## src/rtl/indicador_alarma_descarga.sv

```systemverilog
`default_nettype none
// ============================================================================
//  Module      : indicador_alarma_descarga
//  Description : Filters the battery discharge flag over a slow sample strobe,
//                raises an alarm after FILTER_LEN consecutive flagged ticks,
//                blinks the user LED until acknowledged, holds it steady once
//                acknowledged, and clears after CLEAR_LEN unflagged ticks.
//                Optional macro ALARMA_CONTADOR_EN adds eventos_o, a
//                saturating count of entries into ALARMA since reset.
//  Revision    : 1.0 - initial release
// ============================================================================
module indicador_alarma_descarga #(
    parameter int FILTER_LEN = 4,
    parameter int BLINK_HALF = 2,
    parameter int CLEAR_LEN  = 3
) (
    input  logic       clk,
    input  logic       rst_n,
    input  logic       tick_i,
    input  logic       descarga_i,
    input  logic       ack_i,
    output logic       led_o,
    output logic       alarma_o,
    output logic [1:0] estado_o
`ifdef ALARMA_CONTADOR_EN
    ,
    output logic [7:0] eventos_o
`endif
);

    localparam logic [1:0] c_NORMAL     = 2'b00;
    localparam logic [1:0] c_PENDIENTE  = 2'b01;
    localparam logic [1:0] c_ALARMA     = 2'b10;
    localparam logic [1:0] c_RECONOCIDA = 2'b11;

    localparam logic [7:0] c_FILTER_LEN = 8'(FILTER_LEN);
    localparam logic [7:0] c_BLINK_LAST = 8'(BLINK_HALF - 1);
    localparam logic [7:0] c_CLEAR_LEN  = 8'(CLEAR_LEN);

    logic [1:0] r_estado;
    logic [7:0] r_cnt_filt;
    logic [7:0] r_cnt_blink;
    logic [7:0] r_cnt_clear;
    logic       r_led;
    logic       r_alarma;

    logic [1:0] w_estado_nxt;
    logic [7:0] w_cnt_filt_nxt;
    logic [7:0] w_cnt_blink_nxt;
    logic [7:0] w_cnt_clear_nxt;
    logic       w_led_nxt;
    logic       w_alarma_nxt;
    logic       w_entra_alarma;
    logic       w_clear_fin;

    // Next-state and counter logic; clear completion outranks acknowledge,
    // and entering ALARMA overrides everything with a fresh alarm setup.
    always_comb begin
        w_estado_nxt    = r_estado;
        w_cnt_filt_nxt  = r_cnt_filt;
        w_cnt_blink_nxt = r_cnt_blink;
        w_cnt_clear_nxt = r_cnt_clear;
        w_led_nxt       = r_led;
        w_alarma_nxt    = r_alarma;
        w_entra_alarma  = 1'b0;
        w_clear_fin     = 1'b0;

        case (r_estado)
            c_NORMAL: begin
                if (tick_i && descarga_i) begin
                    if (c_FILTER_LEN == 8'd1) begin
                        w_entra_alarma = 1'b1;
                    end else begin
                        w_estado_nxt   = c_PENDIENTE;
                        w_cnt_filt_nxt = 8'd1;
                    end
                end
            end

            c_PENDIENTE: begin
                if (tick_i) begin
                    if (!descarga_i) begin
                        w_cnt_filt_nxt = 8'd0;
                        w_estado_nxt   = c_NORMAL;
                    end else if (r_cnt_filt + 8'd1 == c_FILTER_LEN) begin
                        w_entra_alarma = 1'b1;
                    end else begin
                        w_cnt_filt_nxt = r_cnt_filt + 8'd1;
                    end
                end
            end

            c_ALARMA, c_RECONOCIDA: begin
                if (tick_i) begin
                    if (descarga_i) begin
                        w_cnt_clear_nxt = 8'd0;
                    end else if (r_cnt_clear + 8'd1 == c_CLEAR_LEN) begin
                        w_clear_fin = 1'b1;
                    end else begin
                        w_cnt_clear_nxt = r_cnt_clear + 8'd1;
                    end
                end

                if (w_clear_fin) begin
                    w_estado_nxt    = c_NORMAL;
                    w_cnt_filt_nxt  = 8'd0;
                    w_cnt_blink_nxt = 8'd0;
                    w_cnt_clear_nxt = 8'd0;
                    w_led_nxt       = 1'b0;
                    w_alarma_nxt    = 1'b0;
                end else if (r_estado == c_ALARMA) begin
                    if (ack_i) begin
                        w_estado_nxt    = c_RECONOCIDA;
                        w_led_nxt       = 1'b1;
                        w_cnt_blink_nxt = 8'd0;
                    end else if (tick_i) begin
                        if (r_cnt_blink == c_BLINK_LAST) begin
                            w_led_nxt       = ~r_led;
                            w_cnt_blink_nxt = 8'd0;
                        end else begin
                            w_cnt_blink_nxt = r_cnt_blink + 8'd1;
                        end
                    end
                end
            end

            default: begin
                w_estado_nxt = c_NORMAL;
            end
        endcase

        if (w_entra_alarma) begin
            w_estado_nxt    = c_ALARMA;
            w_led_nxt       = 1'b1;
            w_alarma_nxt    = 1'b1;
            w_cnt_filt_nxt  = 8'd0;
            w_cnt_blink_nxt = 8'd0;
            w_cnt_clear_nxt = 8'd0;
        end
    end

    // State, counters and registered outputs.
    always_ff @(posedge clk or negedge rst_n) begin
        if (!rst_n) begin
            r_estado    <= c_NORMAL;
            r_cnt_filt  <= 8'd0;
            r_cnt_blink <= 8'd0;
            r_cnt_clear <= 8'd0;
            r_led       <= 1'b0;
            r_alarma    <= 1'b0;
        end else begin
            r_estado    <= w_estado_nxt;
            r_cnt_filt  <= w_cnt_filt_nxt;
            r_cnt_blink <= w_cnt_blink_nxt;
            r_cnt_clear <= w_cnt_clear_nxt;
            r_led       <= w_led_nxt;
            r_alarma    <= w_alarma_nxt;
        end
    end

    assign led_o    = r_led;
    assign alarma_o = r_alarma;
    assign estado_o = r_estado;

`ifdef ALARMA_CONTADOR_EN
    logic [7:0] r_eventos;

    // Saturating count of alarm entries; ack and clearing leave it alone.
    always_ff @(posedge clk or negedge rst_n) begin
        if (!rst_n) begin
            r_eventos <= 8'd0;
        end else if (w_entra_alarma && (r_eventos != 8'hFF)) begin
            r_eventos <= r_eventos + 8'd1;
        end
    end

    assign eventos_o = r_eventos;
`endif

endmodule
`default_nettype wire

```

## config.mk

```make
export PLATFORM = sky130hd
export DESIGN_NAME = indicador_alarma_descarga
export DESIGN_NICKNAME = d
export VERILOG_FILES = /design/src/rtl/indicador_alarma_descarga.sv
export SDC_FILE = /design/constraint.sdc
export NUM_CORES = 1
export LEC_CHECK = 0
export CAP_MARGIN = 10
export CORE_UTILIZATION = 25
export DETAILED_ROUTE_END_ITERATION = 7
export GPL_ROUTABILITY_DRIVEN = 0
export GPL_TIMING_DRIVEN = 0
export PLACE_DENSITY = 0.43
export SKIP_CTS_REPAIR_TIMING = 1
export SLEW_MARGIN = 40
export SYNTH_ARGS = -nofsm -noshare
export SYNTH_HDL_FRONTEND = slang
export SYNTH_SLANG_ARGS = --single-unit
```

## constraint.sdc

```tcl
create_clock -name clk -period 2.75 [get_ports clk]
set_clock_uncertainty 0.2 [all_clocks]
set_input_delay 0.275 -clock clk [delete_from_list [all_inputs] [get_ports clk]]
set_output_delay 0.275 -clock clk [all_outputs]
set_load 0.02 [all_outputs]
```

==> results of run 1 <==
state kept, by name (all words and copies together), names as in the netlist:
| register | count |
|---|---|
| r_cnt_blink | 8 |
| led_o | 1 |
| alarma_o | 1 |
| estado_o | 2 |
| r_cnt_clear | 8 |
| r_cnt_filt | 8 |
cells in the final DEF, fill, tap and decap left out, drive strengths merged, types with 2 or more instances in the layout:
master,n
and4,2
a2111oi,2
o21ai,13
o22ai,3
nand2b,8
a21oi,9
o21a,2
nor2,13
o221ai,6
nor3,7
xnor2,6
inv,17
nand2,30
o31ai,3
o41ai,2
a211oi,2
clkbuf,9
and3,3
ha,6
a31oi,4
buf,8
nand3b,3
dfrtp,28
or3,2
nand3,11
nand4,3
clkdlybuf4s50,6
path summary, 6_finish.rpt:
kind | startpoint | to | slack [ns] | cells past startpoint
setup / recovery | r_cnt_clear[1] | r_cnt_blink[1] | 0.21 | 8
hold / removal | rst_n | r_cnt_blink[4] | 0.22 | 2
setup reg to reg | r_cnt_clear[1] | r_cnt_blink[1] | 0.21 | 8
hold reg to reg | alarma_o | alarma_o | 0.29 | 2
max in group asynchronous | rst_n | r_cnt_clear[6] | 1.74 | 3
min in group clk | alarma_o | alarma_o | 0.29 | 2
report_power, final:
group | internal [mW] | total [mW] | leakage, nW | switching (mW)
logic | 0.281 | 0.624 | 0.495 | 0.343
registers | 0.513 | 0.626 | 0.337 | 0.113
clock network | 0.128 | 0.270 | 0.0288 | 0.142
total | 0.923 | 1.52 | 0.862 | 0.597
metrics by stage:
stage | TNS (ns) | area, um^2 | cells | hold WS, ns | utilization
global route | -0.003237 | 2137 | 317 | 0.2418 | 0.3094
floorplan | 0 | 1819 | 205 | -0.2206 | -
detailed placement | -0.08202 | 2032 | 309 | -0.007139 | 0.2942
CTS | -0.2335 | 2087 | 313 | -0.3229 | 0.3022
finish | 0 | 2137 | 317 | 0.2160 | 0.3094
global placement | -0.2281 | 2009 | 308 | 0.2711 | 0.2909
synthesized netlist by cell type, drive strengths merged, types with 2 or more instances:
library cell | instances | share of area
nand3 | 11 | 0.030
dfrtp | 28 | 0.39
o31ai | 3 | 0.015
nor3 | 7 | 0.019
o21ai | 13 | 0.044
nand4 | 3 | 0.010
o21a | 2 | 0.0083
inv | 17 | 0.035
clkbuf | 5 | 0.010
o221ai | 6 | 0.029
a21oi | 9 | 0.035
o41ai | 2 | 0.014
a211oi | 2 | 0.0083
ha | 6 | 0.041
and3 | 3 | 0.010
and4 | 2 | 0.011
or3 | 2 | 0.0069
buf | 3 | 0.014
nand3b | 3 | 0.012
o22ai | 3 | 0.014
nand2 | 30 | 0.062
xnor2 | 6 | 0.029
nand2b | 8 | 0.032
nor2 | 13 | 0.027
a2111oi | 2 | 0.023
a31oi | 4 | 0.014
metal layers:
layer,GRT usage,up-vias,part of all wire
li1,-,773,-
met1,0.1705,722,0.50
met2,0.1825,18,0.48
met3,0.01422,0,0.019
met4,0.03577,0,0
met5,0,-,0
layout make-up:
cell class / count / area (um^2)
flip-flops and latches: 28 / 700.7
multi-input cells: 152 / 1026
clock buffers: 4 / 55.05
plain buffers: 8 / 46.29
fillers: 740 / 4770
well taps: 96 / 120.1
repair buffers: 12 / 125.1
inverters: 17 / 63.81
worst max-delay path, stage by stage (launching register included):
cell and delay (ns):
sky130_fd_sc_hd__dfrtp_1 0.44, sky130_fd_sc_hd__ha_2 0.28, sky130_fd_sc_hd__and3_1 0.23, sky130_fd_sc_hd__a31oi_1 0.18, sky130_fd_sc_hd__a2111oi_2 0.46, sky130_fd_sc_hd__o21ai_1 0.18
sky130_fd_sc_hd__a21oi_4 0.16, sky130_fd_sc_hd__buf_4 0.15, sky130_fd_sc_hd__mux2i_1 0.18
logic make-up after synthesis:
kind of cell / share of synthesized area
and+or+nand+nor: 0.2455
adders and majority gates: 0.04126
xor gates and xnor gates: 0.03370
muxes: 0.005502
AOI/OAI and AO/OA: 0.2290
DFF: 0.3851
buffers and inverters: 0.05983
==> metrics.md, run 1 <==
| Metric | Value |
|---|---|
| Antenna-violating nets left | 0 |
| Die outline height | a little under 90 um |
| H-tree level count | 1 |
| Final wirelength | between 4 and 5 mm |
| Post-DR vias/cell | approximately 4.8 |
| Maximum clock path buffer count | 2 |
| Peak clock frequency supported by timing | 394.2 MHz |
| Layout area overhead | 17.47% |
| Final-report hold violation count | 0 |
| Critical Path End Type | flip-flop |
| Type of origin of the critical path | flip-flop |
| CP Data Required Time | 2.76 ns |
| Number of max-slew violations in the final report | 0 |
| Clock sink total | 28 |
| Cell Rows | 30 |
| Data arrival time of the worst path | 2.55 ns |
| Core Box Area | ~7000 um^2 |
| Clock tree from TritonCTS | done |
| Die outline width | between 80 and 90 um |
| Share of flip-flops with an asynchronous set or reset | 1.000 |
| Pin count of the biggest net entering global routing | 19 |
| Mean routed wirelength per cell | around 13 um |
| Hold WC Path Type | primary input to asynchronous set/reset pin |
| Final worst path period need | about 2.5 ns |
| CP max FO | 6 |
| Clock latency at the later pin of the worst-skew pair | between 0.2 and 0.3 ns |
| Clk Tree Root Cell | sky130_fd_sc_hd__clkbuf_8 |
| Number of nets in the finished design | 233 |
| Post-route DRC | 0 |
| Pre-Repair DR Iteration Count | 4 |
| Post-synthesis instance area | 1819 um^2 |
| Via count | roughly 1500 |
| Worst setup path class | flip-flop to flip-flop |
| Status | finished clean |
| Number of endpoints failing setup at the final stage | 0 |
| Worst VDD drop | about 0.19 mV |
| Crit share post-route | 0.9225 |
| Final worst-path setup slack | ~0.21 ns |
| Register bit count reported by yosys | 28 |
| Die outline area | around 7600 um^2 |
| Post-synth EDFFs | 0 |
| TritonCTS Buffers | 3 |
| Mean instance size in the synthesized netlist | slightly below 9 um^2 |
| Proportion of layout cells with a drive suffix above 1 | 0.1312 |
| I/O pin total | 9 |
| Most used flip-flop cell after synthesis | sky130_fd_sc_hd__dfrtp_1 |
| Diodes inserted | 0 |
| Number of warnings reported in the yosys synthesis log | 0 |
| # port buffers | 7 |
| Max-cap violation count | 0 |
| Pre-CTS setup slack | -0.02324 ns |
| Lkg Pwr | 0.8616 nW |
| Pwr/cell area | around 710 nW/um^2 |
| Power consumption | about 1.5 mW |
| Worst-margin pin slew | around 0.52 ns |
| Slew margin rel. | 0.6490 |
| Portion of the post-synthesis area used by sequential elements | 0.3851 |
| Violation count after the first detailed-routing iteration | between 60 and 70 |
| Mapped Nets | approximately 220 |
| Clock slew at reported path FFs | approximately 0.11 ns |
| Via count of the first global-routing pass | 1400 |
| All-Layer GR Usage | 0.1180 |
| Half-perimeter wire length after placement | slightly below 3 mm |
| Wire length of the first global-routing pass | about 7.1 mm |
| Initial core utilization | 0.2634 |
| Initial antenna violation count | 0 |
| GRT overflow | 0 |
| Gate count after technology mapping | slightly above 200 |
| Count of distinct cell types in the synthesized netlist | 49 |
No activity file was read; power rests on OpenSTA's default activity.
==> run 2, diff against run 1 <==
MAX_ROUTING_LAYER = met4   (was default)
clock period = 3.1 ns   (was 2.75 ns; I/O delays follow)
==> run 2 against run 1 <==
Effect of this change: register-to-register slack better by 0.10 ns; global-route usage is 0.35 points higher; total power is 11% lower; critical path depth stayed put; sequential cell count stayed put; critical path type unchanged; cell area is 1.9% lower; count of clock-buffer cells in the layout stayed put; routed wire length is 0.77% lower.
==> metrics.md, run 2 (same netlist as run 1, synthesis figures left out) <==
| Metric | Value |
|---|---|
| # port buffers | 7 (unchanged) |
| Fill count | 744 (+0.54%) |
| Clock slew at reported path FFs | 0.11 ns (about the same) |
| Critical Path End Type | flip-flop |
| Pre-CTS setup slack | 0.3268 ns (+0.3500 ns) |
| Area of the multi-input gates | 1010 um^2 (-1.6%) |
| Post-DR vias/cell | 4.768 (-0.11%) |
| Clock tree from TritonCTS | done |
| CP max FO | 10 (+4) |
| Number of max-slew violations in the final report | 0 (unchanged) |
| Post-route DRC | 0 (unchanged) |
| Register cell area after layout | 700.7 um^2 (unchanged) |
| Util after Layout | 0.3036 (-0.005797) |
| Most common library cell in the layout ignoring fill and taps | sky130_fd_sc_hd__nand2_1 |
| All-Layer GR Usage | 0.1215 (+0.003470) |
| Number of endpoints failing setup at the final stage | 0 (unchanged) |
| Diodes inserted | 0 (unchanged) |
| Violation count after the first detailed-routing iteration | 65 (-3.0%) |
| Pin count of the biggest net entering global routing | 19 (unchanged) |
| H-tree level count | 1 (unchanged) |
| Worst VDD drop | 0.1696 mV (-10%) |
| Post-detailed-placement cell area | 2032 um^2 (unchanged) |
| Fraction of power consumed by combinational cells | 0.409 (-0.002) |
| Half-perimeter wire length after placement | 2.981 mm (unchanged) |
| Peak clock frequency supported by timing | 359.4 MHz (-8.8%) |
| Placed Cells | 309 (unchanged) |
| Internal cell power | 816.2 uW (-12%) |
| Power share of the clock group | 0.180 (+0.002) |
| Antenna-violating nets left | 0 (unchanged) |
| Layout area overhead | 15.27% |
| Slew margin rel. | 0.5596 (-0.08949) |
| Final wirelength | 4.116 mm (-0.77%) |
| Type of origin of the critical path | flip-flop |
| TritonCTS Buffers | 3 (unchanged) |
| Total negative setup slack | 0 ns (unchanged) |
| Switching power | 532.5 uW (-11%) |
| Die outline width | 87.31 um (unchanged) |
| Number of nets in the finished design | 230 (-1.3%) |
| Via count | 1497 (-1.1%) |
| Final-report hold violation count | 0 (unchanged) |
| Final worst path period need | 2.783 ns (+0.2459 ns) |
| Core Box Area | 6907 um^2 (unchanged) |
| Pre-Repair DR Iteration Count | 4 (unchanged) |
| Max-cap violation count | 0 (unchanged) |
| Wire length of the first global-routing pass | 7.072 mm (about the same) |
| GRT overflow | 0 (unchanged) |
| Pwr/cell area | 643.2 nW/um^2 (-9.6%) |
| Proportion of layout cells with a drive suffix above 1 | 0.1055 (-0.02572) |
| Reg2Reg Depth | 8 (unchanged) |
| Final worst-path setup slack | 0.3172 ns (+0.1041 ns) |
| Crit share post-route | 0.8977 (-0.02482) |
| Clk Tree Root Cell | sky130_fd_sc_hd__clkbuf_8 |
| Fin cells | 314 (-0.95%) |
| Clock latency at the later pin of the worst-skew pair | 0.28 ns (about the same) |
| Post-Route Hold Slack | 0.2517 ns (+0.03570 ns) |
| Final design instance area without fill | 2097 um^2 (-1.9%) |
| Data arrival time of the worst path | 2.76 ns (+0.21 ns) |
| Lkg Pwr | 0.8395 nW (-2.6%) |
| Sequential cell fraction of total power | 0.412 (about the same) |
| Status | finished clean |
| Power consumption | 1.349 mW (-11%) |
| Maximum clock path buffer count | 2 (unchanged) |
| Registers with the highest flip-flop counts | r_cnt_blink: 8 flops, r_cnt_clear: 8 flops, r_cnt_filt: 8 flops |
| Worst-margin pin slew | 0.6607 ns (+0.1380 ns) |
| Worst setup path class | flip-flop to flip-flop |
| I/O pin total | 9 (unchanged) |
| Most used cells in the layout excluding fill and tap cells | 30 x sky130_fd_sc_hd__nand2_1, 28 x sky130_fd_sc_hd__dfrtp_1, 17 x sky130_fd_sc_hd__inv_1, 13 x sky130_fd_sc_hd__nor2_1, 11 x sky130_fd_sc_hd__nand3_1 |
| Share of total power consumed by net switching | 0.3948 (+0.001872) |
| Mean routed wirelength per cell | 13.11 um (+0.18%) |
| Die outline height | 87.31 um (unchanged) |
| Via count of the first global-routing pass | 1399 (-0.071%) |
| Unrepaired setup endpoints after global routing | no |
| Die outline area | 7622 um^2 (unchanged) |
| Clock sink total | 28 (unchanged) |
| Initial core utilization | 0.2634 (unchanged) |
| Initial antenna violation count | 0 (unchanged) |
| Cell Rows | 30 (unchanged) |
| Hold WC Path Type | primary input to asynchronous set/reset pin |
| CP Data Required Time | 3.08 ns (+0.32 ns) |
[run 2: cell type report]
| type | instances | share of cell area |
|---|---|---|
| Buffer | 8 | 0.02148 |
| Clock buffer | 4 | 0.02625 |
| Inverter | 17 | 0.03043 |
| Multi-Input combinational cell | 152 | 0.4815 |
| Sequential cell | 28 | 0.3341 |
| Tap cell | 96 | 0.05728 |
| Timing Repair Buffer | 9 | 0.04893 |
[run 2: metal layers]
metal	global-route usage	vias up	wire length (um)
li1	-	768	-
met1	0.1705	714	2100
met2	0.1825	13	1913
met3	0.01422	2	63
met4	0.03577	0	38
met5	-	-	0
[run 2: final timing paths]
kind,startpoint,end,slack (ns)
min in group clk,alarma_o,alarma_o,0.29
max in group asynchronous,rst_n,estado_o[0],2.05
hold / removal,rst_n,r_cnt_blink[4],0.25
hold reg to reg,alarma_o,alarma_o,0.29
setup / recovery,r_cnt_clear[0],r_cnt_filt[3],0.32
setup reg to reg,r_cnt_clear[0],r_cnt_filt[3],0.32
[run 2: critical path, cell delays in order (launching register included)]
cell and delay [ns]:
sky130_fd_sc_hd__dfrtp_1 0.43, sky130_fd_sc_hd__ha_1 0.31, sky130_fd_sc_hd__and3_1 0.26, sky130_fd_sc_hd__a31oi_1 0.18
sky130_fd_sc_hd__a2111oi_4 0.69, sky130_fd_sc_hd__a21oi_2 0.20, sky130_fd_sc_hd__buf_6 0.19, sky130_fd_sc_hd__a21oi_2 0.12
sky130_fd_sc_hd__o22ai_2 0.09
[run 2: power groups by stage]
stage / Clock, mW / Combinational (mW) / Sequential, mW
after floorplan: 0 / 0.400 / 0.563
after global placement: 0 / 0.550 / 0.565
after detailed placement: 0 / 0.555 / 0.566
after CTS: 0.251 / 0.558 / 0.558
after global routing: 0.264 / 0.639 / 0.574
final: 0.242 / 0.551 / 0.555
